$ cat src/rtl/reaction_ctrl.sv
// reaction_ctrl: reaction-time trial sequencer.
// Runs idle -> random wait -> stimulus -> result/error, timing the player's
// response in milliseconds for the 4-digit seven-segment display driver.
//
// state  | meaning
// -------+--------------------------------------------------------------
// S_IDLE | after reset, waiting for the first press
// S_WAIT | random pre-stimulus wait; a press here is an early press
// S_GO   | stimulus LED on, reaction time counting
// S_SHOW | result frozen on the display
// S_ERR  | early press, error pattern shown
module reaction_ctrl #(
  parameter int TICKS_PER_MS = 10000,
  parameter int MIN_WAIT_MS  = 1000,
  parameter int RAND_BITS    = 11,
  parameter int MAX_MS       = 9999
) (
  input  logic        clk,
  input  logic        reset,
  input  logic        btn,
  output logic        led,
  output logic [13:0] value,
  output logic        show_error,
  output logic        busy
);

  localparam int PW = (TICKS_PER_MS > 1) ? $clog2(TICKS_PER_MS) : 1;
  localparam logic [PW-1:0] TICK_LAST = PW'(TICKS_PER_MS - 1);
  localparam logic [13:0]   MAX_V     = 14'(MAX_MS);
  localparam logic [13:0]   MIN_V     = 14'(MIN_WAIT_MS);
  localparam logic [15:0]   LFSR_SEED = 16'hACE1;
  localparam logic [15:0]   LFSR_MASK = 16'hB400;

  typedef enum logic [2:0] {
    S_IDLE = 3'd0,
    S_WAIT = 3'd1,
    S_GO   = 3'd2,
    S_SHOW = 3'd3,
    S_ERR  = 3'd4
  } state_t;

  state_t        state, state_nxt;
  logic          s1, s2, prev;
  logic          press, tick;
  logic [15:0]   lfsr;
  logic [PW-1:0] prescaler, prescaler_nxt;
  logic [13:0]   ms_cnt, ms_cnt_nxt;
  logic [13:0]   wait_ms, wait_ms_nxt;
  logic [13:0]   rt_cnt, rt_cnt_nxt;
  logic [13:0]   value_nxt;

  assign press = s2 & ~prev;
  assign tick  = (prescaler == TICK_LAST);

  // Button synchronizer/edge detect and free-running Galois LFSR.
  always_ff @(posedge clk) begin
    if (reset) begin
      s1   <= 1'b0;
      s2   <= 1'b0;
      prev <= 1'b0;
      lfsr <= LFSR_SEED;
    end else begin
      s1   <= btn;
      s2   <= s1;
      prev <= s2;
      lfsr <= (lfsr >> 1) ^ (lfsr[0] ? LFSR_MASK : 16'h0000);
    end
  end

  // State, counters and registered outputs.
  always_ff @(posedge clk) begin
    if (reset) begin
      state      <= S_IDLE;
      prescaler  <= '0;
      ms_cnt     <= '0;
      wait_ms    <= '0;
      rt_cnt     <= '0;
      value      <= '0;
      led        <= 1'b0;
      show_error <= 1'b0;
      busy       <= 1'b0;
    end else begin
      state      <= state_nxt;
      prescaler  <= prescaler_nxt;
      ms_cnt     <= ms_cnt_nxt;
      wait_ms    <= wait_ms_nxt;
      rt_cnt     <= rt_cnt_nxt;
      value      <= value_nxt;
      led        <= (state_nxt == S_GO);
      show_error <= (state_nxt == S_ERR);
      busy       <= (state_nxt == S_WAIT) || (state_nxt == S_GO);
    end
  end

  // Next-state and datapath decode; a press always beats a same-cycle tick.
  always_comb begin
    state_nxt     = state;
    prescaler_nxt = tick ? '0 : prescaler + 1'b1;
    ms_cnt_nxt    = ms_cnt;
    wait_ms_nxt   = wait_ms;
    rt_cnt_nxt    = rt_cnt;
    value_nxt     = value;
    case (state)
      S_IDLE, S_SHOW, S_ERR: begin
        if (press) begin
          state_nxt     = S_WAIT;
          wait_ms_nxt   = MIN_V + 14'(lfsr[RAND_BITS-1:0]);
          ms_cnt_nxt    = '0;
          prescaler_nxt = '0;
        end
      end
      S_WAIT: begin
        if (press) begin
          state_nxt = S_ERR;
        end else if (tick) begin
          if (ms_cnt + 14'd1 == wait_ms) begin
            state_nxt     = S_GO;
            rt_cnt_nxt    = '0;
            value_nxt     = '0;
            prescaler_nxt = '0;
          end else begin
            ms_cnt_nxt = ms_cnt + 14'd1;
          end
        end
      end
      S_GO: begin
        if (press) begin
          state_nxt = S_SHOW;
          value_nxt = rt_cnt;
        end else if (tick) begin
          if (rt_cnt + 14'd1 == MAX_V) begin
            state_nxt = S_SHOW;
            value_nxt = MAX_V;
          end else begin
            rt_cnt_nxt = rt_cnt + 14'd1;
            value_nxt  = rt_cnt + 14'd1;
          end
        end
      end
      default: state_nxt = S_IDLE;
    endcase
    if (state_nxt == S_ERR) value_nxt = '0;
  end

endmodule

$ cat config.mk
export PLATFORM = sky130hd
export DESIGN_NAME = reaction_ctrl
export DESIGN_NICKNAME = d
export VERILOG_FILES = /design/src/rtl/reaction_ctrl.sv
export SDC_FILE = /design/constraint.sdc
export NUM_CORES = 1
export LEC_CHECK = 0
export CAP_MARGIN = 0
export CORE_ASPECT_RATIO = 1.25
export CORE_MARGIN = 5
export CORE_UTILIZATION = 52
export CTS_BUF_LIST = sky130_fd_sc_hd__clkbuf_4
export DETAILED_ROUTE_END_ITERATION = 12
export HOLD_SLACK_MARGIN = 0.15
export MAX_ROUTING_LAYER = met4
export PLACE_DENSITY = 0.76
export SLEW_MARGIN = 25
export SYNTH_ARGS = -nofsm -noshare
export SYNTH_HDL_FRONTEND = slang
export SYNTH_SLANG_ARGS = --single-unit
$ cat constraint.sdc
create_clock -name clk -period 3.2 [get_ports clk]
set_clock_uncertainty 0.15 [all_clocks]
set_input_delay 0.64 -clock clk [delete_from_list [all_inputs] [get_ports clk]]
set_output_delay 0.64 -clock clk [all_outputs]
set_load 0.005 [all_outputs]
* After elaboration in Yosys (flattened, before gate mapping)
Cells that the tools add are included.
** Storage, ports and cells
- Flip-flop bits (word level) :: 95
- Input bits :: 3
- Output and inout port bits :: 17
- Logic and storage cells :: 80
** Operators by class
- Add/subtract/negate cells :: 4
- Equality and inequality tests :: 19
- Muxes and demuxes :: 31
- Bitwise logic cells :: 3
- Reductions and logical operators :: 10
** Operators by type and width (number)
- $mux 14 :: 18
- $pmux 14 s2 :: 4
- $add 14x1->14 const B :: 3
- $eq 14x14->1 const B :: 2
- $mux 3 :: 7
- $mux 16 :: 1
- $ne 2x2->1 const B :: 8
- $xor 15x16->16 :: 1
- $eq 14x14->1 :: 1
- $add 10x11->12 const A :: 1
- $reduce_and 5->1 :: 2
- $eq 3x2->1 const B :: 3
- $pmux 3 s3 :: 1
- $reduce_and 7->1 :: 1
- $eq 3x1->1 const B :: 2
- $eq 3x3->1 const B :: 2
- $reduce_bool 2->1 :: 2
- $logic_not 3->1 :: 1
- $ne 3x3->1 const B :: 1
- $reduce_or 3->1 :: 1
- $reduce_and 2->1 :: 1
- $reduce_or 2->1 :: 1
- $and 1x1->1 :: 1
- $logic_or 1x1->1 :: 1
- $not 1->1 :: 1

* Depth between registers and ports, before layout
Gate-level depths: netlist (run 1).
- Depth after elaboration :: 8
- Mapped depth :: 12
- Gate-level depth less buffers :: 9

* Least setup slack after synthesis (run 1)
OpenSTA, ideal clock, no wires.
- Path type :: register to register
- Start point :: register ms_cnt[0]
- End point :: register value[10]
- Library setup time :: 132 ps
- Data arrival time :: 2516 ps
- Data required time :: 2918 ps
- Slack :: 402 ps
- Cell stages (with the launch flop) :: 13
- Path buffers :: 3
- Period minus slack after synthesis :: 2798 ps
- Cells stage by stage :: dfxtp_1 ha_1 clkbuf_1 and3_1 buf_2 nand2_1 nor4b_1 o311a_1 and2_4 a31oi_4 o21ba_1 buf_6 o2bb2ai_2
** On the way
- Longest elaborated chain between the ends :: 8
- Elaborated cells between the ends (all ways) :: 10
- Those cells by class :: 1 x add/sub; 3 x eq/ne; 4 x mux; 2 x reduce/logical
** RTL lines
- from (decl) :: RTL line 47 : logic [13:0] ms_cnt, ms_cnt_nxt;
- from (signal assigned) :: RTL line 85 : ms_cnt <= ms_cnt_nxt;
- $add 14x1->14 * :: RTL line 116 : if (ms_cnt + 14'd1 == wait_ms) begin
- $eq 14x14->1 * :: RTL line 116
- $mux 3 :: RTL line 116
- $mux 3 :: RTL line 115 : end else if (tick) begin
- $mux 3 :: RTL line 113 : if (press) begin
- $pmux 3 s3 :: RTL line 103 : case (state)
- $eq 3x3->1 :: RTL line 142 : if (state_nxt == S_ERR) value_nxt = '0;
- $reduce_or 2->1 (no source line)
- to (signal assigned) :: RTL line 88 : value <= value_nxt;
- to (decl) :: RTL line 22 : output logic [13:0] value,
Every way passes the cells marked *; elsewhere a longest branch is shown, timed or not.
A chain may end at the register's enable or synchronous reset.

* Worst setup path in the final report (run 1)
- Start point :: register ms_cnt[5]
- End point :: register rt_cnt[11]
** On the way
- Longest elaborated chain between the ends :: 4
** RTL lines
- $add 14x1->14 :: RTL line 116
- $eq 14x14->1 :: RTL line 116
- $ne 2x2->1 (no source line)
- $reduce_and 7->1 (no source line)
- to (signal assigned) :: RTL line 87 : rt_cnt <= rt_cnt_nxt;
- to (decl) :: RTL line 49 : logic [13:0] rt_cnt, rt_cnt_nxt;
No other way between the ends.

==> impl_metrics.csv, run 1 <==
group,metric,value,unit
placement,numPortBuffers,19,
finish,multiInputGateArea,2860,µm²
sta,slew_headroom,63.8,%
sta,drv_slew,0,
finish,diodes,0,
synthesis,syn_inst,576,
critical_path,crit_path_end_kind,"register",
grt,grt_antenna_before_repair,0,
placement,pre_cts_slack,0.224,ns
floorplanning,coreArea,9220,µm²
cts,cts_tree,"yes",
cts,numCtsBuffers,9,
critical_path,cp_common_cell,"o311a_1",
power_and_ir_drop,fin_total_pwr,2.01,mW
outcome,status,"complete, no violations",
route,postRouteAntennaNets,0,
synthesis,synth_area,4950,µm²
route,first_iter_violations,203,
sta,setup_viol,0,
cts,cts.sink_count,93,
synthesis,synth_xor_area_share,8.49,%
finish,final_cell_mix,"dfxtp_1 (93), nor2_1 (77), nand2_1 (36), o21ai_0 (27), xnor2_1 (26)",
worst_hold_path,worstHoldPathType,"reg2reg",
critical_path,crit_arrival,3.15,ns
cts,clkLatencyLatePin,0.46,ns
floorplanning,die-area,11600,µm²
critical_path,cp_data_required_time,3.42,ns
finish,layout_commonest_cell,"dfxtp_1",
route,via_per_inst,5.72,
synthesis,synthArstFlopShare,0,%
synthesis,synth_top_family_by_area,"simple AND/OR/NAND/NOR gates",
critical_path,critPathLaunchType,"register",
placement,place.gp.congestion,0.997,
synthesis,ys_ff_latch,93,
finish,drive_gt1_share,12.3,%
grt,grt_pass1_vias,3885,
placement,place_inst,694,
route,first_pass_iters,4,
cts,cts_buffer_depth,2,
sta,tightest_slew,0.542,ns
sta,rsz0062_at_grt,"false",
synthesis,synth_fp_nets,584,
synthesis,synth_flop_cell,"dfxtp_1",
critical_path,path_cells,"and4_1 -> a31oi_1 -> o311a_1 -> o311a_1 -> and2_4 -> a32oi_4 -> buf_4 -> o211ai_2 -> o41ai_1",
cts,path_clk_slew,0.15,ns
finish,fillerInstances,819,
sta,setup_ws,0.276,ns
power_and_ir_drop,power_density,373,nW/µm²
route,avgRoutedWirePerCell,14.8,µm
critical_path,slowest_stage,"dfxtp_1",
flow_run,drv_cap,0,
grt,track_usage,19.5,%
finish,register_area,1860,µm²
floorplanning,initial_core_util,53.7,%
floorplanning,die_w,97.3,µm
sta,period_needed,2.92,ns
synthesis,yosysSeqAreaShare,37.6,%
floorplanning,io_pins,20,
sta,finalCritPeriodShare,91.4,%
critical_path,path_class,"reg2reg",
power_and_ir_drop,p_leak,1.85,nW
floorplanning,row_count,39,
placement,place_hpwl,7.70,mm
power_and_ir_drop,ir_worst_vdd,0.000344,V
cts,htreeDepth,3,
cts,post_cts_resize_count,0,
grt,grt_first_pass_wirelength,18.4,mm
critical_path,crit_fanout,10,
finish,area_growth,8.59,%
synthesis,synth_compound_area_share,20.9,%
synthesis,yosysWarnings,0,
grt,gr-total-overflow,0,
sta,hold_viol,0,
grt,grt_max_degree,34,
route,vias,4058,
synthesis,synth_edf_count,0,
critical_path,max_stage_delay,0.51,ns
sta,setup_tns,0,ns
synthesis,synthSimpleGateAreaFrac,25.0,%
synthesis,yosys.area_share.adder,1.26,%
sta,fmax,342,MHz
synthesis,synth.area.mux_share,1.87,%
synthesis,syn_area_per_cell,8.60,µm²
cts,postCtsSetupBuffers,0,
cts,hold_buffers,0,
cts,clock-root-buffer,"clkbuf_4",
route,finalWirelength,10.5,mm
finish,nets,590,
sta,hold_slack,0.287,ns
synthesis,synth_cell_types,66,
floorplanning,die_y,119,µm
route,drc,0,
finish,final_cells,710,
-- registers in the layout, summed over array words and instances, names as in the netlist, 3 cells and up --
signal     cells
ms_cnt        14
lfsr          16
value         14
wait_ms       12
rt_cnt        14
prescaler     14
state          3
-- final timing paths --
check | startpoint | to | slack (ns) | cells past startpoint
hold reg to reg | lfsr[12] | lfsr[11] | 0.29 | 1
setup reg to reg | ms_cnt[5] | rt_cnt[11] | 0.28 | 9
hold / removal | lfsr[12] | lfsr[11] | 0.29 | 1
setup / recovery | ms_cnt[5] | rt_cnt[11] | 0.28 | 9
-- power by group --
part	internal [mW]	switching, mW
clock	0.238	0.407
sequential	1.19	0.0239
combinational	0.0640	0.0875
total	1.49	0.518
-- cell families (layout without fill, tap and decap cells) --
kind of cell    count (synthesis)  in the layout
compound gates                130            130
xor+xnor                       48             48
fa+ha+maj                       5              5
buf+inv                        51             62
flops                          93             93
mux                             9              9
simple gates                  240            240
-- synthesized netlist by cell type (12+ instances only) --
library cell / count / area (µm²)
nand2_1: 36 / 135
o21ai_0: 27 / 135
a21oi_1: 21 / 105
nor2_1: 77 / 289
buf_2: 14 / 70.1
and3_1: 12 / 75.1
nor2b_1: 21 / 131
o31ai_1: 18 / 135
clkbuf_1: 19 / 71.3
xnor2_1: 26 / 228
dfxtp_1: 93 / 1860
xor2_1: 22 / 193
nand3_1: 24 / 120
-- worst max-delay path: cells and delay by family (launching register included) --
family,cells,cell delay [ns]
AND/OR/NAND/NOR,2,0.58
flip-flops,1,0.51
buffers and inverters,1,0.24
AO/OA/AOI/OAI,6,1.35
-- layout make-up --
| cell class | count | area share [%] |
|---|---|---|
| Multi-Input combinational cell | 432 | 53.2 |
| Sequential cell | 93 | 34.6 |
| Timing Repair Buffer | 37 | 6.05 |
| Tap cell | 123 | 2.86 |
| Clock inverter | 7 | 1.37 |
| Clock buffer | 9 | 1.26 |
| Inverter | 9 | 0.628 |
-- stage by stage --
step / util, % / cell area (µm²)
2_1_floorplan: - / 4950
4_1_cts: 58.2 / 5370
6_report: 58.3 / 5380
3_5_place_dp: 56.7 / 5230
3_3_place_gp: 56.7 / 5230
5_1_grt: 58.3 / 5380
-- layer usage --
metal  up-vias  part of all wire (%)  GRT usage, %
li1       2063                     -             -
met1      1887                    44          23.8
met2        88                    49          31.6
met3        20                   3.8          3.10
met4         0                   2.6          9.26
met5         -                     0             -
Note: power is estimated with default switching activity, not from simulation.
==> run 2: changes to the inputs <==
--- a/config.mk
+++ b/config.mk
@@ -6,6 +6,8 @@
 export NUM_CORES = 1
 export LEC_CHECK = 0
 export CAP_MARGIN = 0
+export CELL_PAD_IN_SITES_DETAIL_PLACEMENT = 0
+export CELL_PAD_IN_SITES_GLOBAL_PLACEMENT = 1
 export CORE_ASPECT_RATIO = 1.25
 export CORE_MARGIN = 5
 export CORE_UTILIZATION = 52
@@ -13,7 +15,7 @@
 export DETAILED_ROUTE_END_ITERATION = 12
 export HOLD_SLACK_MARGIN = 0.15
 export MAX_ROUTING_LAYER = met4
-export PLACE_DENSITY = 0.76
+export PLACE_DENSITY = 0.93
 export SLEW_MARGIN = 25
 export SYNTH_ARGS = -nofsm -noshare
 export SYNTH_HDL_FRONTEND = slang
==> constraint.sdc (replaced) <==
create_clock -name clk -period 3.4 [get_ports clk]
set_clock_uncertainty 0.15 [all_clocks]
set_input_delay 0.68 -clock clk [delete_from_list [all_inputs] [get_ports clk]]
set_output_delay 0.68 -clock clk [all_outputs]
set_load 0.005 [all_outputs]
==> impl_metrics.csv, run 2 (synthesis gave the netlist of run 1 again) <==
group,metric,value,unit
critical_path,rr_endpoint,"rt_cnt[4]",
critical_path,max_stage_delay,0.54,ns
finish,largest_reg_flops,16,
critical_path,critPathLaunchType,"register",
grt,grt_pass1_vias,3941,
sta,tightest_slew,0.603,ns
route,finalWirelength,10.8,mm
floorplanning,io_pins,20,
sta,drv_slew,0,
finish,regMostFlops,"lfsr",
cts,hold_buffers,0,
sta,setup_viol,0,
route,vias,4097,
floorplanning,row_count,39,
power_and_ir_drop,p_leak,1.83,nW
route,postRouteAntennaNets,0,
critical_path,rr_startpoint,"rt_cnt[4]",
floorplanning,die-area,11600,µm²
cts,htreeDepth,3,
placement,place.gp.congestion,0.911,
sta,fmax,331,MHz
sta,hold_viol,0,
critical_path,path_cells,"nand4_1 -> nor4_1 -> nor3_1 -> o211ai_1 -> nand3_1 -> a21oi_1 -> o211ai_2 -> o31ai_1",
floorplanning,initial_core_util,53.7,%
finish,area_growth,7.53,%
sta,finalCritPeriodShare,88.9,%
finish,drive_gt1_share,11.2,%
route,drc,0,
cts,clkLatencyLatePin,0.47,ns
route,first_pass_iters,4,
cts,numCtsBuffers,9,
floorplanning,die_y,119,µm
route,via_per_inst,5.82,
critical_path,path_class,"reg2reg",
floorplanning,coreArea,9220,µm²
sta,period_needed,3.02,ns
flow_run,drv_cap,0,
grt,grt_antenna_before_repair,0,
grt,track_usage,19.5,%
sta,setup_tns,0,ns
grt,grt_first_pass_wirelength,18.4,mm
sta,rsz0062_at_grt,"false",
power_and_ir_drop,power_density,357,nW/µm²
critical_path,slowest_stage,"dfxtp_1",
finish,final_cell_mix,"dfxtp_1 (93), nor2_1 (77), nand2_1 (36), o21ai_0 (27), xnor2_1 (26)",
outcome,status,"complete, no violations",
worst_hold_path,hold_path_startpoint,"lfsr[12]",
finish,diodes,0,
finish,nets,584,
cts,cts.sink_count,93,
critical_path,reg2reg_slack,0.38,ns
placement,place_hpwl,7.90,mm
cts,clock-root-buffer,"clkbuf_4",
critical_path,crit_path_end_kind,"register",
route,first_iter_violations,177,
critical_path,crit_family,"simple AND/OR/NAND/NOR gates",
critical_path,cp_data_required_time,3.63,ns
placement,numPortBuffers,19,
cts,postCtsSetupBuffers,0,
cts,cts_tree,"yes",
finish,layout_commonest_cell,"dfxtp_1",
critical_path,rr_worst_depth,8,
cts,cts_buffer_depth,2,
critical_path,crit_fanout,15,
critical_path,crit_arrival,3.25,ns
grt,gr-total-overflow,0,
grt,grt_max_degree,22,
worst_hold_path,min_path_cells,1,
sta,slew_headroom,59.7,%
route,avgRoutedWirePerCell,15.3,µm
critical_path,worstPathBufferInverterCount,0,
floorplanning,die_w,97.3,µm
worst_hold_path,worstHoldPathType,"reg2reg",
power_and_ir_drop,fin_total_pwr,1.90,mW
cts,path_clk_slew,0.15,ns
worst_hold_path,hold_end,"lfsr[11]",
power_and_ir_drop,ir_worst_vdd,0.000323,V
-- run 2: changes by cell type in the layout (fill, tap and decap cells not counted), sizes merged --
cell / change
clkbuf: +2
clkinvlp: -3
buf: -6
inv: +1
-- run 2: worst max-delay path by stage --
stage,start,to,depth (start not counted)
floorplan,ms_cnt[0],value[10],12
global placement,ms_cnt[0],ms_cnt[8],9
detailed placement,ms_cnt[0],ms_cnt[10],9
CTS,ms_cnt[0],ms_cnt[5],9
global route,rt_cnt[4],rt_cnt[9],8
finish,rt_cnt[4],rt_cnt[4],8
-- run 2: final cells by class --
class	instances	area (µm²)
clock inverter	5	58.8
fill	829	3900
timing repair buffer	31	280
sequential	93	1860
multi-input combinational	432	2850
inverter	9	33.8
tap	123	154
clock buffer	11	82.6
-- run 2: metal layers --
layer / GRT usage [%] / vias up / routed length [µm]
met2: 32.8 / 84 / 5330
li1: - / 2049 / -
met4: 9.35 / 0 / 301
met1: 22.9 / 1939 / 4770
met5: - / - / 0
met3: 2.98 / 25 / 366
-- run 2: report_power, final --
| group | leakage [nW] | internal [mW] | switching, mW | total [mW] |
|---|---|---|---|---|
| logic | 1.00 | 0.0601 | 0.0818 | 0.142 |
| registers | 0.756 | 1.12 | 0.0232 | 1.14 |
| clock network | 0.0755 | 0.244 | 0.374 | 0.618 |
| total | 1.83 | 1.42 | 0.479 | 1.90 |
-- run 2: through the flow --
| step | setup WS (ns) | util (%) | instance area (µm²) | std cells | hold slack [ns] |
|---|---|---|---|---|---|
| after floorplan | 0.602 | - | 4950 | 576 | 0.239 |
| after global routing | 0.0230 | 57.7 | 5330 | 704 | 0.311 |
| after detailed placement | 0.284 | 56.2 | 5180 | 688 | 0.266 |
| after CTS | 0.219 | 57.7 | 5320 | 704 | 0.301 |
| final | 0.379 | 57.7 | 5330 | 704 | 0.291 |
| after global placement | 0.401 | 56.2 | 5180 | 688 | 0.258 |
-- run 2: timing repair --
item / in CTS / in global routing
resized for setup: 0 / 1
endpoints found under the setup margin: 0 / 12
hold endpoints to repair: 0 / 0
==> run 3: changes to the inputs <==
--- a/config.mk
+++ b/config.mk
@@ -13,6 +13,7 @@
 export CORE_UTILIZATION = 52
 export CTS_BUF_LIST = sky130_fd_sc_hd__clkbuf_4
 export DETAILED_ROUTE_END_ITERATION = 12
+export GPL_TIMING_DRIVEN = 0
 export HOLD_SLACK_MARGIN = 0.15
 export MAX_ROUTING_LAYER = met4
 export PLACE_DENSITY = 0.93
==> impl_metrics.csv, run 3 (synthesis gave the netlist of run 1 again) <==
group,metric,value,unit
outcome,status,"complete, no violations",
sta,fmax,324,MHz
critical_path,crit_arrival,3.28,ns
flow_run,drv_cap,0,
power_and_ir_drop,p_leak,1.91,nW
sta,slew_headroom,50.7,%
cts,path_clk_slew,0.14,ns
grt,grt_antenna_before_repair,0,
critical_path,cp.depth,12,
sta,period_needed,3.09,ns
sta,setup_tns,0,ns
worst_hold_path,min_path_cells,1,
cts,numCtsBuffers,9,
critical_path,path_cells,"ha_1 -> clkbuf_1 -> and3_1 -> buf_2 -> nand2_1 -> nor4b_2 -> o311a_1 -> and2_4 -> a32oi_2 -> buf_6 -> o211ai_2 -> o31ai_1",
critical_path,rr_worst_depth,12,
finish,register_area,1860,µm²
power_and_ir_drop,power_density,344,nW/µm²
route,avgRoutedWirePerCell,15.2,µm
power_and_ir_drop,ir_worst_vdd,0.000264,V
critical_path,slowest_stage,"dfxtp_1",
critical_path,worstPathBufferInverterCount,3,
route,first_pass_iters,4,
finish,multiInputGateArea,2860,µm²
sta,hold_viol,0,
route,first_iter_violations,219,
floorplanning,io_pins,20,
cts,cts_tree,"yes",
sta,rsz0062_at_grt,"false",
grt,grt_first_pass_wirelength,19.0,mm
grt,track_usage,20.1,%
route,postRouteAntennaNets,0,
cts,clkLatencyLatePin,0.44,ns
route,drc,0,
critical_path,cp_data_required_time,3.59,ns
floorplanning,row_count,39,
grt,gr-total-overflow,0,
floorplanning,initial_core_util,53.7,%
route,vias,4202,
critical_path,crit_fanout,10,
cts,clock-root-buffer,"clkbuf_4",
critical_path,reg2reg_slack,0.31,ns
sta,tightest_slew,0.739,ns
sta,hold_slack,0.282,ns
finish,fillerInstances,846,
route,via_per_inst,5.71,
critical_path,crit_path_end_kind,"register",
finish,regMostFlops,"lfsr",
finish,drive_gt1_share,12.9,%
floorplanning,coreArea,9220,µm²
floorplanning,die_y,119,µm
placement,numPortBuffers,19,
sta,finalCritPeriodShare,90.9,%
finish,largest_reg_flops,16,
cts,hold_buffers,0,
finish,layout_commonest_cell,"dfxtp_1",
cts,cts_buffer_depth,2,
sta,drv_slew,0,
finish,diodes,0,
finish,area_growth,10.3,%
critical_path,path_class,"reg2reg",
critical_path,crit_family,"simple AND/OR/NAND/NOR gates",
placement,place_hpwl,8.41,mm
critical_path,max_stage_delay,0.47,ns
floorplanning,die_w,97.3,µm
grt,grt_pass1_vias,4051,
floorplanning,die-area,11600,µm²
finish,final_cell_mix,"dfxtp_1 (92), nor2_1 (77), nand2_1 (36), o21ai_0 (27), xnor2_1 (26)",
grt,grt_max_degree,16,
route,finalWirelength,11.2,mm
worst_hold_path,worstHoldPathType,"reg2reg",
cts,cts.sink_count,93,
cts,htreeDepth,3,
placement,place_inst,718,
finish,nets,616,
sta,setup_viol,0,
placement,place.gp.congestion,0.896,
finish,final_cells,736,
critical_path,critPathLaunchType,"register",
[run 3: changes by cell type in the layout (fill, tap and decap cells not counted), moves of 2 or more]
| cell | change |
|---|---|
| buf_1 | +2 |
| inv_6 | -2 |
| buf_2 | +14 |
| buf_4 | -6 |
| buf_6 | +2 |
| clkbuf_4 | -2 |
| clkbuf_2 | +3 |
| clkbuf_1 | +17 |
[run 3: worst paths after layout]
path                  start    endpoint
hold reg to reg    lfsr[12]    lfsr[11]
setup / recovery  ms_cnt[1]  rt_cnt[10]
hold / removal     lfsr[12]    lfsr[11]
setup reg to reg  ms_cnt[1]  rt_cnt[10]
[run 3: stage by stage]
stage                     cell area (µm²)  setup WS (ns)  util (%)  power, mW
after floorplan                      4950          0.602         -       1.27
after global placement               5300          0.170      57.4       1.31
final                                5460          0.310      59.2       1.88
after detailed placement             5300          0.150      57.4       1.31
after CTS                            5430         0.0923      58.9       1.90
after global routing                 5460         0.0202      59.2       1.97
[run 3: layout make-up]
| cell class | instances | area share [%] |
|---|---|---|
| buffer | 42 | 3.83 |
| clock buffer | 9 | 1.24 |
| clock inverter | 7 | 1.21 |
| inverter | 9 | 0.619 |
| multi-input combinational | 432 | 52.4 |
| sequential | 93 | 34.1 |
| tap | 123 | 2.82 |
| timing repair buffer | 21 | 3.76 |
[run 3: timing repair]
action | CTS | global route
buffers inserted | 0 | 2
gates resized for setup | 0 | 7
setup endpoints to repair | 0 | 32
[run 3: per-layer routing]
layer | share of wire [%] | GRT usage (%) | up-vias
met4 | 3.0 | 9.44 | 0
met2 | 49 | 34.0 | 74
met3 | 3.1 | 2.34 | 21
li1 | - | - | 2127
met5 | 0 | - | -
met1 | 45 | 24.0 | 1980
[run 3: where the power goes]
| group | total (mW) | leakage, nW | switching (mW) | internal [mW] |
|---|---|---|---|---|
| Sequential | 1.14 | 0.756 | 0.0200 | 1.12 |
| Combinational | 0.150 | 1.09 | 0.0886 | 0.0612 |
| Clock | 0.593 | 0.0670 | 0.374 | 0.219 |
| Total | 1.88 | 1.91 | 0.482 | 1.40 |
[run 3: worst register-to-register path, stage by stage, from the launching register on]
cell and delay (ns):
dfxtp_1 0.47, ha_1 0.19, clkbuf_1 0.29, and3_1 0.20, buf_2 0.18, nand2_1 0.10, nor4b_2 0.31, o311a_1 0.30
and2_4 0.20, a32oi_2 0.15, buf_6 0.20, o211ai_2 0.16, o31ai_1 0.10
